--- src/rtl/alu_issue_station.sv ---
// Reservation station and issue scheduler for the combinational ALU.
// Buffers dispatched ops, wakes operands from the CDB, issues one ready entry per cycle.
module alu_issue_station #(
  parameter int unsigned DEPTH  = 8,
  parameter int unsigned OP_W   = 6,
  parameter int unsigned DATA_W = 32,
  parameter int unsigned TAG_W  = 4
) (
  input  logic              clk,
  input  logic              rst,
  input  logic              flush_from_rob,
  input  logic              dispatch_valid,
  input  logic [OP_W-1:0]   dispatch_op,
  input  logic [DATA_W-1:0] dispatch_v1,
  input  logic [DATA_W-1:0] dispatch_v2,
  input  logic [TAG_W-1:0]  dispatch_q1,
  input  logic [TAG_W-1:0]  dispatch_q2,
  input  logic              dispatch_rdy1,
  input  logic              dispatch_rdy2,
  input  logic [DATA_W-1:0] dispatch_imm,
  input  logic [DATA_W-1:0] dispatch_pc,
  input  logic [TAG_W-1:0]  dispatch_tag,
  output logic              full_to_decoder,
  input  logic              cdb_valid,
  input  logic [TAG_W-1:0]  cdb_tag,
  input  logic [DATA_W-1:0] cdb_data,
  output logic [OP_W-1:0]   op_to_alu,
  output logic [DATA_W-1:0] v1_to_alu,
  output logic [DATA_W-1:0] v2_to_alu,
  output logic [DATA_W-1:0] imm_to_alu,
  output logic [DATA_W-1:0] pc_to_alu,
  output logic [TAG_W-1:0]  tag_to_rob,
  output logic              is_empty_to_alu
);

  localparam int unsigned IDX_W = (DEPTH > 1) ? $clog2(DEPTH) : 1;

  logic [DEPTH-1:0]  busy;
  logic [DEPTH-1:0]  rdy1;
  logic [DEPTH-1:0]  rdy2;
  logic [OP_W-1:0]   e_op  [DEPTH];
  logic [DATA_W-1:0] e_v1  [DEPTH];
  logic [DATA_W-1:0] e_v2  [DEPTH];
  logic [TAG_W-1:0]  e_q1  [DEPTH];
  logic [TAG_W-1:0]  e_q2  [DEPTH];
  logic [DATA_W-1:0] e_imm [DEPTH];
  logic [DATA_W-1:0] e_pc  [DEPTH];
  logic [TAG_W-1:0]  e_tag [DEPTH];

  logic [IDX_W-1:0]  free_idx;
  logic [IDX_W-1:0]  sel_idx;
  logic              sel_found;
  logic              free_found;
  logic              accept;
  logic              byp1;
  logic              byp2;

  assign full_to_decoder = &busy;
  assign accept          = dispatch_valid & ~full_to_decoder;
  assign byp1            = ~dispatch_rdy1 & cdb_valid & (cdb_tag == dispatch_q1);
  assign byp2            = ~dispatch_rdy2 & cdb_valid & (cdb_tag == dispatch_q2);

  // Both pickers look only at registered state, so a slot freed or woken at an edge
  // becomes visible to dispatch/select one cycle later.
  always_comb begin
    free_idx   = '0;
    free_found = 1'b0;
    sel_idx    = '0;
    sel_found  = 1'b0;
    for (int unsigned i = 0; i < DEPTH; i++) begin
      if (!busy[i] && !free_found) begin
        free_idx   = IDX_W'(i);
        free_found = 1'b1;
      end
      if (busy[i] && rdy1[i] && rdy2[i] && !sel_found) begin
        sel_idx   = IDX_W'(i);
        sel_found = 1'b1;
      end
    end
  end

  always_ff @(posedge clk or negedge rst) begin
    if (!rst) begin
      busy            <= '0;
      rdy1            <= '0;
      rdy2            <= '0;
      for (int unsigned i = 0; i < DEPTH; i++) begin
        e_op[i]  <= '0;
        e_v1[i]  <= '0;
        e_v2[i]  <= '0;
        e_q1[i]  <= '0;
        e_q2[i]  <= '0;
        e_imm[i] <= '0;
        e_pc[i]  <= '0;
        e_tag[i] <= '0;
      end
      op_to_alu       <= '0;
      v1_to_alu       <= '0;
      v2_to_alu       <= '0;
      imm_to_alu      <= '0;
      pc_to_alu       <= '0;
      tag_to_rob      <= '0;
      is_empty_to_alu <= 1'b1;
    end else if (flush_from_rob) begin
      busy            <= '0;
      is_empty_to_alu <= 1'b1;
    end else begin
      for (int unsigned i = 0; i < DEPTH; i++) begin
        if (busy[i] && cdb_valid) begin
          if (!rdy1[i] && e_q1[i] == cdb_tag) begin
            e_v1[i] <= cdb_data;
            rdy1[i] <= 1'b1;
          end
          if (!rdy2[i] && e_q2[i] == cdb_tag) begin
            e_v2[i] <= cdb_data;
            rdy2[i] <= 1'b1;
          end
        end
      end

      if (sel_found) begin
        op_to_alu       <= e_op[sel_idx];
        v1_to_alu       <= e_v1[sel_idx];
        v2_to_alu       <= e_v2[sel_idx];
        imm_to_alu      <= e_imm[sel_idx];
        pc_to_alu       <= e_pc[sel_idx];
        tag_to_rob      <= e_tag[sel_idx];
        is_empty_to_alu <= 1'b0;
        busy[sel_idx]   <= 1'b0;
      end else begin
        is_empty_to_alu <= 1'b1;
      end

      // free_idx is never busy, so this cannot collide with the issue or wakeup writes.
      if (accept) begin
        busy[free_idx]  <= 1'b1;
        e_op[free_idx]  <= dispatch_op;
        e_v1[free_idx]  <= byp1 ? cdb_data : dispatch_v1;
        e_v2[free_idx]  <= byp2 ? cdb_data : dispatch_v2;
        e_q1[free_idx]  <= dispatch_q1;
        e_q2[free_idx]  <= dispatch_q2;
        rdy1[free_idx]  <= dispatch_rdy1 | byp1;
        rdy2[free_idx]  <= dispatch_rdy2 | byp2;
        e_imm[free_idx] <= dispatch_imm;
        e_pc[free_idx]  <= dispatch_pc;
        e_tag[free_idx] <= dispatch_tag;
      end
    end
  end

endmodule

--- config.mk ---
export PLATFORM = sky130hd
export DESIGN_NAME = alu_issue_station
export DESIGN_NICKNAME = d
export VERILOG_FILES = /design/src/rtl/alu_issue_station.sv
export SDC_FILE = /design/constraint.sdc
export NUM_CORES = 2
export LEC_CHECK = 0
export CAP_MARGIN = 0
export CELL_PAD_IN_SITES_DETAIL_PLACEMENT = 0
export CELL_PAD_IN_SITES_GLOBAL_PLACEMENT = 2
export CORE_AREA = 2 2 421 423
export DETAILED_ROUTE_END_ITERATION = 10
export DIE_AREA = 0 0 423 425
export PLACE_DENSITY = 0.78
export SLEW_MARGIN = 40
export SYNTH_ARGS = -nofsm -noshare
export SYNTH_HDL_FRONTEND = slang
export SYNTH_SLANG_ARGS = --single-unit
--- constraint.sdc ---
create_clock -name clk -period 2.2 [get_ports clk]
set_input_delay 0.22 -clock clk [delete_from_list [all_inputs] [get_ports clk]]
set_output_delay 0.22 -clock clk [all_outputs]
set_load 0.005 [all_outputs]
==> reports/results.ini <==
[timing]
tightest_slew_ns=0.9054
period_share_pct=117.6
final_max_slew_viol_count=0
rsz0062_at_grt=yes
setup_tns_ns=-255.73
fin_ws_ns=-0.3875
slew_headroom_pct=39.64
finalSetupViolations=1177
skew_ns=0.04952
hold_viol_final=0
clock.fmax_mhz=386.5
period_needed_ns=2.588

[synthesis]
synth_fp_nets=5990
async_flop_share_pct=100.0
yosys.area.top_type_share_pct=51.72
synthesis.instances=5801
syn_area_um2=64350
yosysUniqueCellTypes=60
synth-warning-count=0
yosysMostFrequentCell=dfrtp_1
synth-seq-cells=1331
synth_enable_flop_cells=0
postSynthAreaPerCell_um2=11.09
ys_top_cells_by_count=1,330 x dfrtp_1, 717 x mux2_2, 497 x clkbuf_1
yosys_most_used_dff=dfrtp_1
yosysTopAreaCell=dfrtp_1
ys_seq_area_share_pct=51.76
synth_area_leaders=dfrtp_1 52%, mux2_2 13%, a2bb2oi_1 6.1%, o22ai_1 4.7%, nand4_1 3.1%

[run]
max_cap_violations=0

[grt]
grt_max_degree=149
grt_pass1_wl_mm=391.1
antenna_found_initial=19
overflow=0
grt_pass1_vias=56580
grt_util_all_layers_pct=28.79

[drt]
first_iter_violations=5961
wl_met3_mm=22.21
drt-wirelength-per-cell_um=31.59
dr_wl_met2_mm=132.2
detail-route-antenna-nets=0
met1Wirelength_mm=114.3
drc=0
viasPerCell=6.369
dr_total_vias=56850
firstDrtPassIters=5
wirelength_mm=281.9
topRoutingLayerUsed=met5

[outcome]
violations=setup timing
status=complete, but fails checks

[setup_path]
r2r-end=e_pc[26]
r2r_start=busy[2]
rr_worst_depth=10
setup.worst_path.end=e_pc[26]
path_class=reg -> reg
cp-end-kind=register
reg2reg_setup_slack_ns=-0.39
required_ns=2.89
critPathLaunchType=register
worstPathMaxFanout=14
critPathLaunch=busy[2]
cp_data_arrival_time_ns=3.28

[placed_design]
place_congestion=0.8741
port_buffers=328
post-place-ws_ns=-0.5459
dpl.hpwl_mm=161.7

[finish]
postLayoutCoreUtil_pct=50.62
nets=6632
area_delta_synth_final_pct=37.92
layout-drive-gt1-share_pct=34.64

[floorplanning]
io_pins=329
die_width_um=423
start_util_pct=36.70
fp.dieArea_um2=179800
core_area_um2=175300
die_h_um=425
row_count=154

[cts]
numClockSinks=1331
cts_tree=yes
cts.path.max_buffers=3
cts_root_buf=clkbuf_16
path_clk_slew_ns=0.06
clock_latency_ns=0.84
cts_buffers=153
h-tree-depth=4

[power]
ir_worst_vdd_mv=0.5894
leakage_nw=36.84
powerDensity_nw_per_um2=814.8

[hold_path]
min_path_type=in -> reg

==> per-layer routing <==
metal,track usage (%),vias to the layer above
met3,5.934,583
met5,0,-
met2,45.86,2720
met4,12.94,8
li1,-,23790
met1,37.80,29750
==> what timing repair did <==
action | 4_1_cts | 5_1_grt
setup buffers | 76 | 70
pin swaps | 154 | 295
setup endpoints to repair | 1107 | 1193
cloned | 38 | 65
hold buffers | 3 | 0
hold endpoints to repair | 1337 | 0
resized for setup | 276 | 450
==> cells in the final DEF, fill, tap and decap left out, types with 32 or more instances in the layout <==
| master | count |
|---|---|
| o22a_1 | 32 |
| clkbuf_1 | 33 |
| o22ai_4 | 59 |
| buf_16 | 46 |
| nor2_1 | 106 |
| o22ai_1 | 364 |
| mux2_4 | 75 |
| nand2_1 | 257 |
| and4_1 | 96 |
| a2bb2oi_1 | 369 |
| clkdlybuf4s50_1 | 325 |
| o211ai_1 | 112 |
| dfrtp_1 | 1322 |
| mux2_2 | 661 |
| a21oi_1 | 173 |
| o21ai_1 | 64 |
| clkbuf_8 | 42 |
| buf_12 | 280 |
| o22ai_2 | 57 |
| o21ai_0 | 116 |
| buf_6 | 71 |
| xor2_1 | 51 |
| o32a_1 | 112 |
| buf_4 | 429 |
| a2bb2oi_2 | 68 |
| nand3_1 | 92 |
| a31oi_1 | 122 |
| clkbuf_16 | 212 |
| nand4_1 | 323 |
| a22oi_1 | 71 |
==> state kept, by name, indices dropped and copies added (netlist names) <==
| signal | cells |
|---|---|
| busy | 8 |
| e_imm | 256 |
| e_op | 48 |
| e_pc | 256 |
| e_q1 | 32 |
| e_q2 | 32 |
| e_tag | 32 |
| e_v1 | 256 |
| e_v2 | 256 |
| imm_to_alu | 32 |
| is_empty_to_alu | 1 |
| op_to_alu | 6 |
| pc_to_alu | 32 |
| rdy1 | 8 |
| rdy2 | 8 |
| tag_to_rob | 4 |
| v1_to_alu | 32 |
| v2_to_alu | 32 |
==> report_power, final <==
group | leakage [nW] | switching, mW | internal (mW)
Sequential | 17.1 | 2.82 | 28.2
Combinational | 17.2 | 6.78 | 7.93
Clock | 2.57 | 11.2 | 15.4
Total | 36.8 | 20.8 | 51.5
==> kinds of logic after synthesis <==
logic type,share of synthesized area [%]
AOI/OAI and AO/OA,20.85
muxes,13.13
buffers and inverters,4.781
xor gates and xnor gates,0.9391
and+or+nand+nor,8.549
DFF,51.76
==> worst max-delay path, cell delays in order, from the launching register on <==
cell,delay [ns]
dfrtp_1,0.43
nand4_1,0.22
buf_4,0.20
buf_6,0.11
buf_6,0.11
nor2_4,0.08
nand4b_1,0.23
nor2_4,0.30
buf_12,0.21
buf_12,0.18
mux2_2,0.35
==> area by class of cell <==
type | instances | area, um^2
clock buffers | 230 | 4581
well taps | 2340 | 2928
repair buffers | 1232 | 16020
diodes | 15 | 37.54
clock inverters | 52 | 599.3
inverters | 5 | 26.28
flip-flops and latches | 1331 | 33320
multi-input cells | 3720 | 31250
fillers | 15220 | 86580
==> worst min-delay path by stage <==
stage                              start       endpoint  slack [ns]  cells after the start
after floorplan                      rst        busy[0]       -0.08                      0
after global placement               rst  v2_to_alu[16]        0.19                      1
after detailed placement             rst      e_v2[235]        0.18                      1
after CTS                 dispatch_q2[2]        e_q2[6]        0.03                      3
after global routing      dispatch_q2[2]        e_q2[6]        0.09                      3
final                     dispatch_q2[2]        e_q2[6]        0.08                      3
==> metrics by stage <==
step | power [mW] | cell area [um^2] | hold slack (ns) | instances
5_1_grt | 74.92 | 88750 | 0.09346 | 8920
3_3_place_gp | 44.19 | 76320 | 0.1928 | 8393
4_1_cts | 71.69 | 84420 | 0.02932 | 8790
6_report | 72.32 | 88760 | 0.07856 | 8925
2_1_floorplan | 36.50 | 64560 | -0.07559 | 5801
3_5_place_dp | 44.47 | 76330 | 0.1842 | 8393
Note: power is estimated with default switching activity, not from simulation.
